[config.mk]
export PLATFORM = sky130hd
export DESIGN_NAME = vfp_config_axil_master
export DESIGN_NICKNAME = d
export VERILOG_FILES = /design/src/rtl/vfp_config_axil_master.sv
export SDC_FILE = /design/constraint.sdc
export NUM_CORES = 1
export LEC_CHECK = 0
export ABC_AREA = 1
export CORE_ASPECT_RATIO = 0.7
export CORE_MARGIN = 3
export CORE_UTILIZATION = 47
export CTS_CLUSTER_DIAMETER = 60
export DETAILED_ROUTE_END_ITERATION = 8
export PLACE_DENSITY = 0.9
export SLEW_MARGIN = 20
export SYNTH_ARGS = -nofsm -noshare
export SYNTH_HDL_FRONTEND = slang
export SYNTH_SLANG_ARGS = --single-unit
export TNS_END_PERCENT = 50
[constraint.sdc]
create_clock -name vfpconfig_aclk -period 5.2 [get_ports vfpconfig_aclk]
set_clock_uncertainty 0.05 [all_clocks]
set_input_delay 0.52 -clock vfpconfig_aclk [delete_from_list [all_inputs] [get_ports vfpconfig_aclk]]
set_output_delay 0.52 -clock vfpconfig_aclk [all_outputs]
set_load 0.005 [all_outputs]
[src/rtl/vfp_config_axil_master.sv]
// vfp_config_axil_master: single-outstanding AXI4-Lite initiator with command/response port and per-transaction timeout
module vfp_config_axil_master #(
  parameter int C_vfpConfig_DATA_WIDTH = 32,
  parameter int C_vfpConfig_ADDR_WIDTH = 8,
  parameter int TIMEOUT_CYCLES = 256
) (
  input  logic                                  vfpconfig_aclk,
  input  logic                                  vfpconfig_aresetn,
  input  logic                                  cmd_valid,
  output logic                                  cmd_ready,
  input  logic                                  cmd_write,
  input  logic [C_vfpConfig_ADDR_WIDTH-1:0]     cmd_addr,
  input  logic [C_vfpConfig_DATA_WIDTH-1:0]     cmd_wdata,
  input  logic [C_vfpConfig_DATA_WIDTH/8-1:0]   cmd_wstrb,
  output logic                                  rsp_valid,
  input  logic                                  rsp_ready,
  output logic [C_vfpConfig_DATA_WIDTH-1:0]     rsp_rdata,
  output logic [1:0]                            rsp_resp,
  output logic                                  rsp_timeout,
  output logic                                  busy,
  output logic [C_vfpConfig_ADDR_WIDTH-1:0]     vfpconfig_awaddr,
  output logic [2:0]                            vfpconfig_awprot,
  output logic                                  vfpconfig_awvalid,
  input  logic                                  vfpconfig_awready,
  output logic [C_vfpConfig_DATA_WIDTH-1:0]     vfpconfig_wdata,
  output logic [C_vfpConfig_DATA_WIDTH/8-1:0]   vfpconfig_wstrb,
  output logic                                  vfpconfig_wvalid,
  input  logic                                  vfpconfig_wready,
  input  logic [1:0]                            vfpconfig_bresp,
  input  logic                                  vfpconfig_bvalid,
  output logic                                  vfpconfig_bready,
  output logic [C_vfpConfig_ADDR_WIDTH-1:0]     vfpconfig_araddr,
  output logic [2:0]                            vfpconfig_arprot,
  output logic                                  vfpconfig_arvalid,
  input  logic                                  vfpconfig_arready,
  input  logic [C_vfpConfig_DATA_WIDTH-1:0]     vfpconfig_rdata,
  input  logic [1:0]                            vfpconfig_rresp,
  input  logic                                  vfpconfig_rvalid,
  output logic                                  vfpconfig_rready
);
  localparam int DW = C_vfpConfig_DATA_WIDTH;
  localparam int AW = C_vfpConfig_ADDR_WIDTH;
  localparam int SW = DW / 8;
  localparam logic [15:0] LIMIT = 16'(TIMEOUT_CYCLES - 1);
  typedef enum logic [2:0] {IDLE, WR, WR_RESP, RD, RD_DATA, RSP} state_t;
  state_t state_q, state_d;
  logic [15:0] cnt_q, cnt_d;
  logic [AW-1:0] addr_q, addr_d;
  logic [DW-1:0] wdata_q, wdata_d, rdata_q, rdata_d;
  logic [SW-1:0] wstrb_q, wstrb_d;
  logic [1:0] resp_q, resp_d;
  logic cmd_ready_q, cmd_ready_d, busy_q, busy_d, rsp_valid_q, rsp_valid_d, timeout_q, timeout_d;
  logic awvalid_q, awvalid_d, wvalid_q, wvalid_d, bready_q, bready_d, arvalid_q, arvalid_d, rready_q, rready_d;
  logic bus, aw_done, w_done, complete, abort;
  assign cmd_ready = cmd_ready_q;
  assign busy = busy_q;
  assign rsp_valid = rsp_valid_q;
  assign rsp_rdata = rdata_q;
  assign rsp_resp = resp_q;
  assign rsp_timeout = timeout_q;
  assign vfpconfig_awaddr = addr_q;
  assign vfpconfig_araddr = addr_q;
  assign vfpconfig_awprot = 3'b000;
  assign vfpconfig_arprot = 3'b000;
  assign vfpconfig_wdata = wdata_q;
  assign vfpconfig_wstrb = wstrb_q;
  assign vfpconfig_awvalid = awvalid_q;
  assign vfpconfig_wvalid = wvalid_q;
  assign vfpconfig_bready = bready_q;
  assign vfpconfig_arvalid = arvalid_q;
  assign vfpconfig_rready = rready_q;
  assign bus = (state_q == WR) || (state_q == WR_RESP) || (state_q == RD) || (state_q == RD_DATA);
  assign aw_done = !awvalid_q || vfpconfig_awready;
  assign w_done = !wvalid_q || vfpconfig_wready;
  assign complete = ((state_q == WR) && aw_done && w_done) ||
                    ((state_q == WR_RESP) && vfpconfig_bvalid) ||
                    ((state_q == RD) && vfpconfig_arready) ||
                    ((state_q == RD_DATA) && vfpconfig_rvalid);
  assign abort = bus && (cnt_q >= LIMIT) && !complete;
  always_comb begin
    state_d = state_q;
    cnt_d = bus ? cnt_q + 16'd1 : cnt_q;
    addr_d = addr_q;
    wdata_d = wdata_q;
    wstrb_d = wstrb_q;
    rdata_d = rdata_q;
    resp_d = resp_q;
    cmd_ready_d = cmd_ready_q;
    busy_d = busy_q;
    rsp_valid_d = rsp_valid_q;
    timeout_d = timeout_q;
    awvalid_d = awvalid_q;
    wvalid_d = wvalid_q;
    bready_d = bready_q;
    arvalid_d = arvalid_q;
    rready_d = rready_q;
    unique case (state_q)
      IDLE: if (cmd_valid && cmd_ready_q) begin
        addr_d = cmd_addr;
        wdata_d = cmd_wdata;
        wstrb_d = cmd_wstrb;
        cnt_d = 16'd0;
        cmd_ready_d = 1'b0;
        busy_d = 1'b1;
        state_d = cmd_write ? WR : RD;
        awvalid_d = cmd_write;
        wvalid_d = cmd_write;
        arvalid_d = !cmd_write;
      end
      WR: begin
        awvalid_d = awvalid_q && !vfpconfig_awready;
        wvalid_d = wvalid_q && !vfpconfig_wready;
        if (complete) begin
          state_d = WR_RESP;
          bready_d = 1'b1;
        end
      end
      WR_RESP: if (vfpconfig_bvalid) begin
        state_d = RSP;
        bready_d = 1'b0;
        rsp_valid_d = 1'b1;
        resp_d = vfpconfig_bresp;
        rdata_d = '0;
        timeout_d = 1'b0;
      end
      RD: if (vfpconfig_arready) begin
        state_d = RD_DATA;
        arvalid_d = 1'b0;
        rready_d = 1'b1;
      end
      RD_DATA: if (vfpconfig_rvalid) begin
        state_d = RSP;
        rready_d = 1'b0;
        rsp_valid_d = 1'b1;
        resp_d = vfpconfig_rresp;
        rdata_d = vfpconfig_rdata;
        timeout_d = 1'b0;
      end
      RSP: if (rsp_ready) begin
        state_d = IDLE;
        rsp_valid_d = 1'b0;
        busy_d = 1'b0;
        cmd_ready_d = 1'b1;
      end
      default: state_d = IDLE;
    endcase
    if (abort) begin
      state_d = RSP;
      awvalid_d = 1'b0;
      wvalid_d = 1'b0;
      bready_d = 1'b0;
      arvalid_d = 1'b0;
      rready_d = 1'b0;
      rsp_valid_d = 1'b1;
      timeout_d = 1'b1;
      resp_d = 2'b10;
      rdata_d = '0;
    end
  end
  always_ff @(posedge vfpconfig_aclk or negedge vfpconfig_aresetn) begin
    if (!vfpconfig_aresetn) begin
      state_q <= IDLE;
      cnt_q <= '0;
      addr_q <= '0;
      wdata_q <= '0;
      wstrb_q <= '0;
      rdata_q <= '0;
      resp_q <= '0;
      cmd_ready_q <= 1'b1;
      busy_q <= 1'b0;
      rsp_valid_q <= 1'b0;
      timeout_q <= 1'b0;
      awvalid_q <= 1'b0;
      wvalid_q <= 1'b0;
      bready_q <= 1'b0;
      arvalid_q <= 1'b0;
      rready_q <= 1'b0;
    end else begin
      state_q <= state_d;
      cnt_q <= cnt_d;
      addr_q <= addr_d;
      wdata_q <= wdata_d;
      wstrb_q <= wstrb_d;
      rdata_q <= rdata_d;
      resp_q <= resp_d;
      cmd_ready_q <= cmd_ready_d;
      busy_q <= busy_d;
      rsp_valid_q <= rsp_valid_d;
      timeout_q <= timeout_d;
      awvalid_q <= awvalid_d;
      wvalid_q <= wvalid_d;
      bready_q <= bready_d;
      arvalid_q <= arvalid_d;
      rready_q <= rready_d;
    end
  end
endmodule

==> results of run 1 <==
-- worst max-delay path by stage --
stage | depth (start not counted) | slack, ps | from | to
after global placement | 8 | 2320 | vfpconfig_arready | rsp_rdata[3]
final | 9 | 2550 | state_q[1] | cnt_q[9]
after detailed placement | 9 | 2190 | vfpconfig_bvalid | rsp_resp[1]
after global routing | 9 | 2280 | state_q[1] | cnt_q[4]
after CTS | 9 | 2430 | state_q[1] | rsp_rdata[1]
after floorplan | 12 | 3490 | state_q[1] | rsp_rdata[0]
-- logic make-up (layout without fill, tap and decap cells) --
family	count (synthesis)	count (layout)	synth area share [%]
DFF	106	106	55.7
buffers and inverters	66	232	7.40
adders and majority gates	1	1	0.262
xor gates and xnor gates	2	2	0.368
other	1	6	0.0787
AOI/OAI and AO/OA	67	67	7.35
and+or+nand+nor	335	335	28.9
-- metal layers --
metal	part of all wire (%)	GRT usage, %
met1	41	30.2
met2	50	40.5
met3	7.2	8.39
met4	2.2	6.70
met5	0	0
-- critical path, stage by stage (launching register included) --
cell and delay (ps):
dfrtp_1 530, inv_1 110, nand2_2 140, nor2_1 100
inv_1 160, nor2_4 40, buf_4 290, inv_2 700
o21ai_0 250, a21oi_1 200
-- registers in the layout, indices dropped and copies added (netlist names), 2 cells and up --
register and flops:
vfpconfig_wstrb 4, rsp_resp 2, state_q 3, rsp_rdata 32
cnt_q 16, vfpconfig_wdata 32, vfpconfig_araddr 8
-- placed cells by master (no fill, tap or decap), drive strengths merged --
| cell type | instances |
|---|---|
| nand2 | 268 |
| clkdlybuf4s50 | 183 |
| dfrtp | 105 |
| o21ai | 48 |
| nor2 | 43 |
| inv | 32 |
| nand3 | 15 |
| a21oi | 14 |
| clkbuf | 12 |
| conb | 6 |
| nor3 | 4 |
| o21a | 3 |
| nand4 | 3 |
| buf | 3 |
| nand3b | 2 |
| clkinv | 2 |
| a211oi | 1 |
| xor2 | 1 |
| a31oi | 1 |
| xnor2 | 1 |
| ha | 1 |
| dfstp | 1 |
-- metrics by stage --
| stage | instance area (sq um) | worst slack, ps | utilization, % |
|---|---|---|---|
| 2_1_floorplan | 4790 | 3490 | - |
| 3_3_place_gp | 6570 | 2320 | 67.1 |
| 3_5_place_dp | 6570 | 2190 | 67.1 |
| 4_1_cts | 6860 | 2430 | 70.0 |
| 5_1_grt | 6870 | 2280 | 70.1 |
| 6_report | 6870 | 2550 | 70.1 |
-- power by group through the flow --
stage / logic (uW) / clock network [uW] / registers (uW)
3_5_place_dp: 1780 / 0 / 1410
5_1_grt: 1980 / 712 / 1450
3_3_place_gp: 1730 / 0 / 1390
6_report: 1790 / 665 / 1410
2_1_floorplan: 871 / 0 / 1380
4_1_cts: 1800 / 674 / 1410
-- cell type report --
type / count / area [sq um] / share of cell area, %
Sequential cell: 106 / 2650 / 38.7
Timing Repair Buffer: 186 / 1850 / 27.0
Multi-Input combinational cell: 411 / 1790 / 26.1
Clock buffer: 12 / 256 / 3.74
Tap cell: 128 / 160 / 2.33
Inverter: 30 / 118 / 1.71
Clock inverter: 4 / 33.8 / 0.492
==> reports/results.txt, run 1 <==
Syn_area_per_cell -> 8.25 sq um
Post-Layout Cell Count -> 877
DIE AREA -> 11400 sq um
CP max FO -> 54
# rows -> 30
Hold_buf cts -> 0
Minimum clock period -> 2650 ps
Yosys warning total -> 0
Worst path arrival time -> 2870 ps
Vias in the first global route -> 4538
1st-pass router iterations -> 4
Clock share of power -> 17.2%
Sw Pwr -> 1440 uW
Synth Cell Area -> 4770 sq um
#FFs+latches synth -> 106
# setup viols final -> 0
TritonCTS clock tree -> yes
Dpl hpwl -> 9340 microns
Reg2reg path depth -> 9
Critical Path End Type -> flop
Worst endpoint required time -> 5420 ps
Worst-Margin Slew -> 856 ps
Via density -> 4.97
Critical Path Start Type -> flop
Via count -> 4361
Flop2flop setup slack -> 2550 ps
Ys flop type -> dfrtp_1
Final setup TNS -> 0 ps
Area grow syn2layout -> 44.0%
Unrepaired setup endpoints after global routing -> false
Post-synth top cells -> 262 x nand2_1, 105 x dfrtp_1, 36 x nor2_1, 35 x o21ai_1, 25 x inv_1
Max-slew violations -> 0
Final hold violation count -> 0
# fillers -> 697
F_max -> 0.378 GHz
Largest cells by area after synthesis -> dfrtp_1 55%, nand2_1 21%, o21ai_1 3.7%
Core area -> 9800 sq um
Gr ovfl total -> 0
Die H -> 90.3 microns
TritonCTS Buffers -> 9
Flop pwr share -> 36.5%
Maximum VDD drop -> 350 uV
Largest area contributor in the netlist -> dfrtp_1
Worst-path clk slew -> 70 ps
DR WL/cell -> 15.4 microns
Synth async-reset ratio -> 100%
Placed instance count -> 861
Die X-Extent -> 126 microns
Root buffer cell -> clkbuf_16
Slew margin rel. -> 42.9%
Final Power -> 3870 uW
Largest net degree at the start of global routing -> 71
Switching share of power -> 37.1%
Post_cts resized -> 0
Final WL -> 13500 microns
Final GP Congestion -> 0.905
Initial DRC Count -> 290
Worst r2r src -> state_q[1]
H-Tree Depth -> 3
Hold Path Class -> in2async
N_diodes -> 0
R2r endpoint -> cnt_q[9]
Power Density -> 564 nW/um^2
Distinct cells, synth -> 32
Top-area cell type share of the netlist area -> 55.1%
Top-count cell post-synth -> nand2_1
Initial Util -> 48.7%
Max-cap viol count -> 0
I/O pin total -> 191
Seq/Total Area, Yosys -> 55.7%
Part of the cycle the worst path needs -> 50.9%
First-pass GRT wire length -> 22400 microns
Tot GR Track Use -> 24.3%
Combinational Power Share -> 46.3%
Hold Slack -> 82.0 ps
IO Port Bufs -> 184
Crit Path Class -> reg2reg
Postcts setup bufs -> 0
Clk Latency, worst-skew pair -> 350 ps
Outcome -> finished clean
CTS sink cnt -> 106
Final ANT Viol Nets -> 0
Layout cells sized above 1 -> 5.21%
P_leak -> 0.00328 uW
Cells after synthesis -> 578
Internal Power -> 2440 uW
Initial antenna violation count -> 0
Nets@finish -> 835
DRC -> 0
Number of synthesized flops with an enable pin -> 0
Max Root-Sink Buffers -> 2
Note: power is estimated with default switching activity, not from simulation.
==> inputs of run 2 (changes only) <==
--- a/config.mk
+++ b/config.mk
@@ -8,10 +8,10 @@
 export ABC_AREA = 1
 export CORE_ASPECT_RATIO = 0.7
 export CORE_MARGIN = 3
-export CORE_UTILIZATION = 47
+export CORE_UTILIZATION = 44
 export CTS_CLUSTER_DIAMETER = 60
 export DETAILED_ROUTE_END_ITERATION = 8
-export PLACE_DENSITY = 0.9
+export PLACE_DENSITY = 0.85
 export SLEW_MARGIN = 20
 export SYNTH_ARGS = -nofsm -noshare
 export SYNTH_HDL_FRONTEND = slang
==> constraint.sdc (replaced) <==
create_clock -name vfpconfig_aclk -period 2.62 [get_ports vfpconfig_aclk]
set_clock_uncertainty 0.05 [all_clocks]
set_input_delay 0.262 -clock vfpconfig_aclk [delete_from_list [all_inputs] [get_ports vfpconfig_aclk]]
set_output_delay 0.262 -clock vfpconfig_aclk [all_outputs]
set_load 0.005 [all_outputs]
==> run 2 against run 1 <==
Effect of this change:
- fmax is 18% higher
- clock-buffer cell count shrank 2
- flip-flop and latch count unchanged
- cell count increased by 0.68%
- die area grew 6.4%
- critical endpoint is now busy
- largest cell class unchanged
==> reports/results.txt, run 2 (synthesis results as in run 1) <==
Clk Latency, worst-skew pair -> 340 ps (was 350 ps)
Initial antenna violation count -> 0 (unchanged)
TritonCTS Buffers -> 9 (unchanged)
Outcome -> finished clean (unchanged)
Critical Path End Type -> flop (unchanged)
Postcts setup bufs -> 0 (unchanged)
Finished Core Util -> 66.1% (was 70.1%)
Core area -> 10400 sq um (was 9800 sq um)
Gr ovfl total -> 0 (unchanged)
# rows -> 31 (was 30)
Final GP Congestion -> 0.945 (was 0.905)
F_max -> 0.445 GHz (was 0.378 GHz)
Max-slew violations -> 0 (unchanged)
Worst-Margin Slew -> 875 ps (was 856 ps)
Crit path to -> busy (was cnt_q[9])
I/O pin total -> 191 (unchanged)
Die X-Extent -> 130 microns (was 126 microns)
Final worst slack -> 373 ps (was 2550 ps)
Worst endpoint required time -> 2770 ps (was 5420 ps)
Power Density -> 1090 nW/um^2 (was 564 nW/um^2)
IO Port Bufs -> 184 (unchanged)
Initial DRC Count -> 334 (was 290)
Place WS -> 396 ps (was 2190 ps)
N_diodes -> 0 (unchanged)
Met1 wire length -> 5330 microns (was 5510 microns)
Hold Slack -> 398 ps (was 82.0 ps)
DR top layer -> met4 (unchanged)
Nets@finish -> 837 (was 835)
Post_cts resized -> 0 (unchanged)
Area grow syn2layout -> 44.7% (was 44.0%)
Unrepaired setup endpoints after global routing -> false (unchanged)
CP max FO -> 53 (was 54)
# setup viols final -> 0 (unchanged)
Leading cell types in the layout, fill and taps excluded -> 262 x nand2_1, 183 x clkdlybuf4s50_1, 105 x dfrtp_1 (unchanged)
Hold_buf cts -> 1 (was 0)
First-pass GRT wire length -> 21100 microns (was 22400 microns)
Hold Path Class -> in2reg (was in2async)
Final ANT Viol Nets -> 0 (unchanged)
Part of the cycle the worst path needs -> 85.8% (was 50.9%)
Via density -> 4.96 (was 4.97)
1st-pass router iterations -> 5 (was 4)
Final setup TNS -> 0 ps (unchanged)
DR WL met3 -> 1090 microns (was 979 microns)
Final hold violation count -> 0 (unchanged)
Layout cells sized above 1 -> 5.33% (was 5.21%)
Minimum clock period -> 2250 ps (was 2650 ps)
TritonCTS clock tree -> yes (unchanged)
Worst path arrival time -> 2400 ps (was 2870 ps)
Tot GR Track Use -> 22.0% (was 24.3%)
Max Root-Sink Buffers -> 2 (unchanged)
P_leak -> 0.00329 uW (was 0.00328 uW)
Worst r2r src -> state_q[1] (unchanged)
Flop2flop setup slack -> 370 ps (was 2550 ps)
DR WL/cell -> 14.8 microns (was 15.4 microns)
Worst-path clk slew -> 80 ps (was 70 ps)
Final WL -> 13100 microns (was 13500 microns)
Slew margin rel. -> 41.6% (was 42.9%)
Max-cap viol count -> 0 (unchanged)
DIE AREA -> 12100 sq um (was 11400 sq um)
Critical Path Start Type -> flop (unchanged)
Most common cell after layout, fill and taps aside -> nand2_1 (unchanged)
Die H -> 93.1 microns (was 90.3 microns)
Vias in the first global route -> 4301 (was 4538)
Crit Path Class -> reg2reg (unchanged)
H-Tree Depth -> 3 (unchanged)
# fillers -> 822 (was 697)
CTS sink cnt -> 106 (unchanged)
Metal2 WL -> 6400 microns (was 6720 microns)
Dpl hpwl -> 9340 microns (about the same)
DRC -> 0 (unchanged)
Initial Util -> 45.7% (was 48.7%)
Maximum VDD drop -> 555 uV (was 350 uV)
Via count -> 4377 (was 4361)
Reg2reg path depth -> 9 (unchanged)
R2r endpoint -> busy (was cnt_q[9])
Root buffer cell -> clkbuf_16 (unchanged)
Largest net degree at the start of global routing -> 71 (unchanged)
Launching element of the worst setup path -> state_q[1] (unchanged)
run 2: cell count changes in the layout (fill, tap and decap cells not counted), sizes merged:
cell / before / now
buf: 3 / 4
clkinv: 2 / 3
dlygate4sd3: 0 / 1
inv: 32 / 33
clkbuf: 12 / 10
run 2: worst max-delay path, cell delays in order, from the launching register on:
cell and delay [ps]:
dfrtp_1 500, inv_1 140, nand2_2 110, nor2_1 230, inv_1 130, nor2_4 110, buf_4 450, o21ai_0 230
nand2_1 110, nand2_1 50
run 2: worst min-delay path by stage:
stage	startpoint	to	slack, ps	cells past startpoint
5_1_grt	cmd_wdata[30]	vfpconfig_wdata[30]	390	3
3_5_place_dp	vfpconfig_aresetn	vfpconfig_awvalid	300	1
6_report	cmd_addr[3]	vfpconfig_araddr[3]	400	3
2_1_floorplan	vfpconfig_aresetn	busy	-80	0
3_3_place_gp	vfpconfig_aresetn	vfpconfig_awvalid	290	1
4_1_cts	cmd_wdata[30]	vfpconfig_wdata[30]	380	3
run 2: layer usage:
layer	vias to the layer above	global-route usage [%]
met5	-	0
met4	0	6.59
met3	22	6.96
met2	183	35.8
met1	2057	28.2
li1	2115	-
run 2: final cells by class:
type / count / area, sq um / share of cell area, %
Clock buffer: 10 / 229 / 3.32
Clock inverter: 6 / 50.0 / 0.726
Inverter: 30 / 118 / 1.71
Multi-Input combinational cell: 411 / 1780 / 25.9
Sequential cell: 106 / 2650 / 38.5
Tap cell: 132 / 165 / 2.39
Timing Repair Buffer: 188 / 1900 / 27.5
run 2: power by group:
| part | internal [uW] | switching, uW |
|---|---|---|
| sequential | 2300 | 458 |
| combinational | 1770 | 1720 |
| clock | 661 | 632 |
| total | 4730 | 2810 |
run 2: per-stage QoR:
step / instances / area, sq um / power, uW
final: 883 / 6900 / 7540
after global routing: 883 / 6900 / 8120
after CTS: 883 / 6900 / 7600
after detailed placement: 866 / 6610 / 6240
after global placement: 866 / 6610 / 6090
after floorplan: 583 / 4790 / 4460
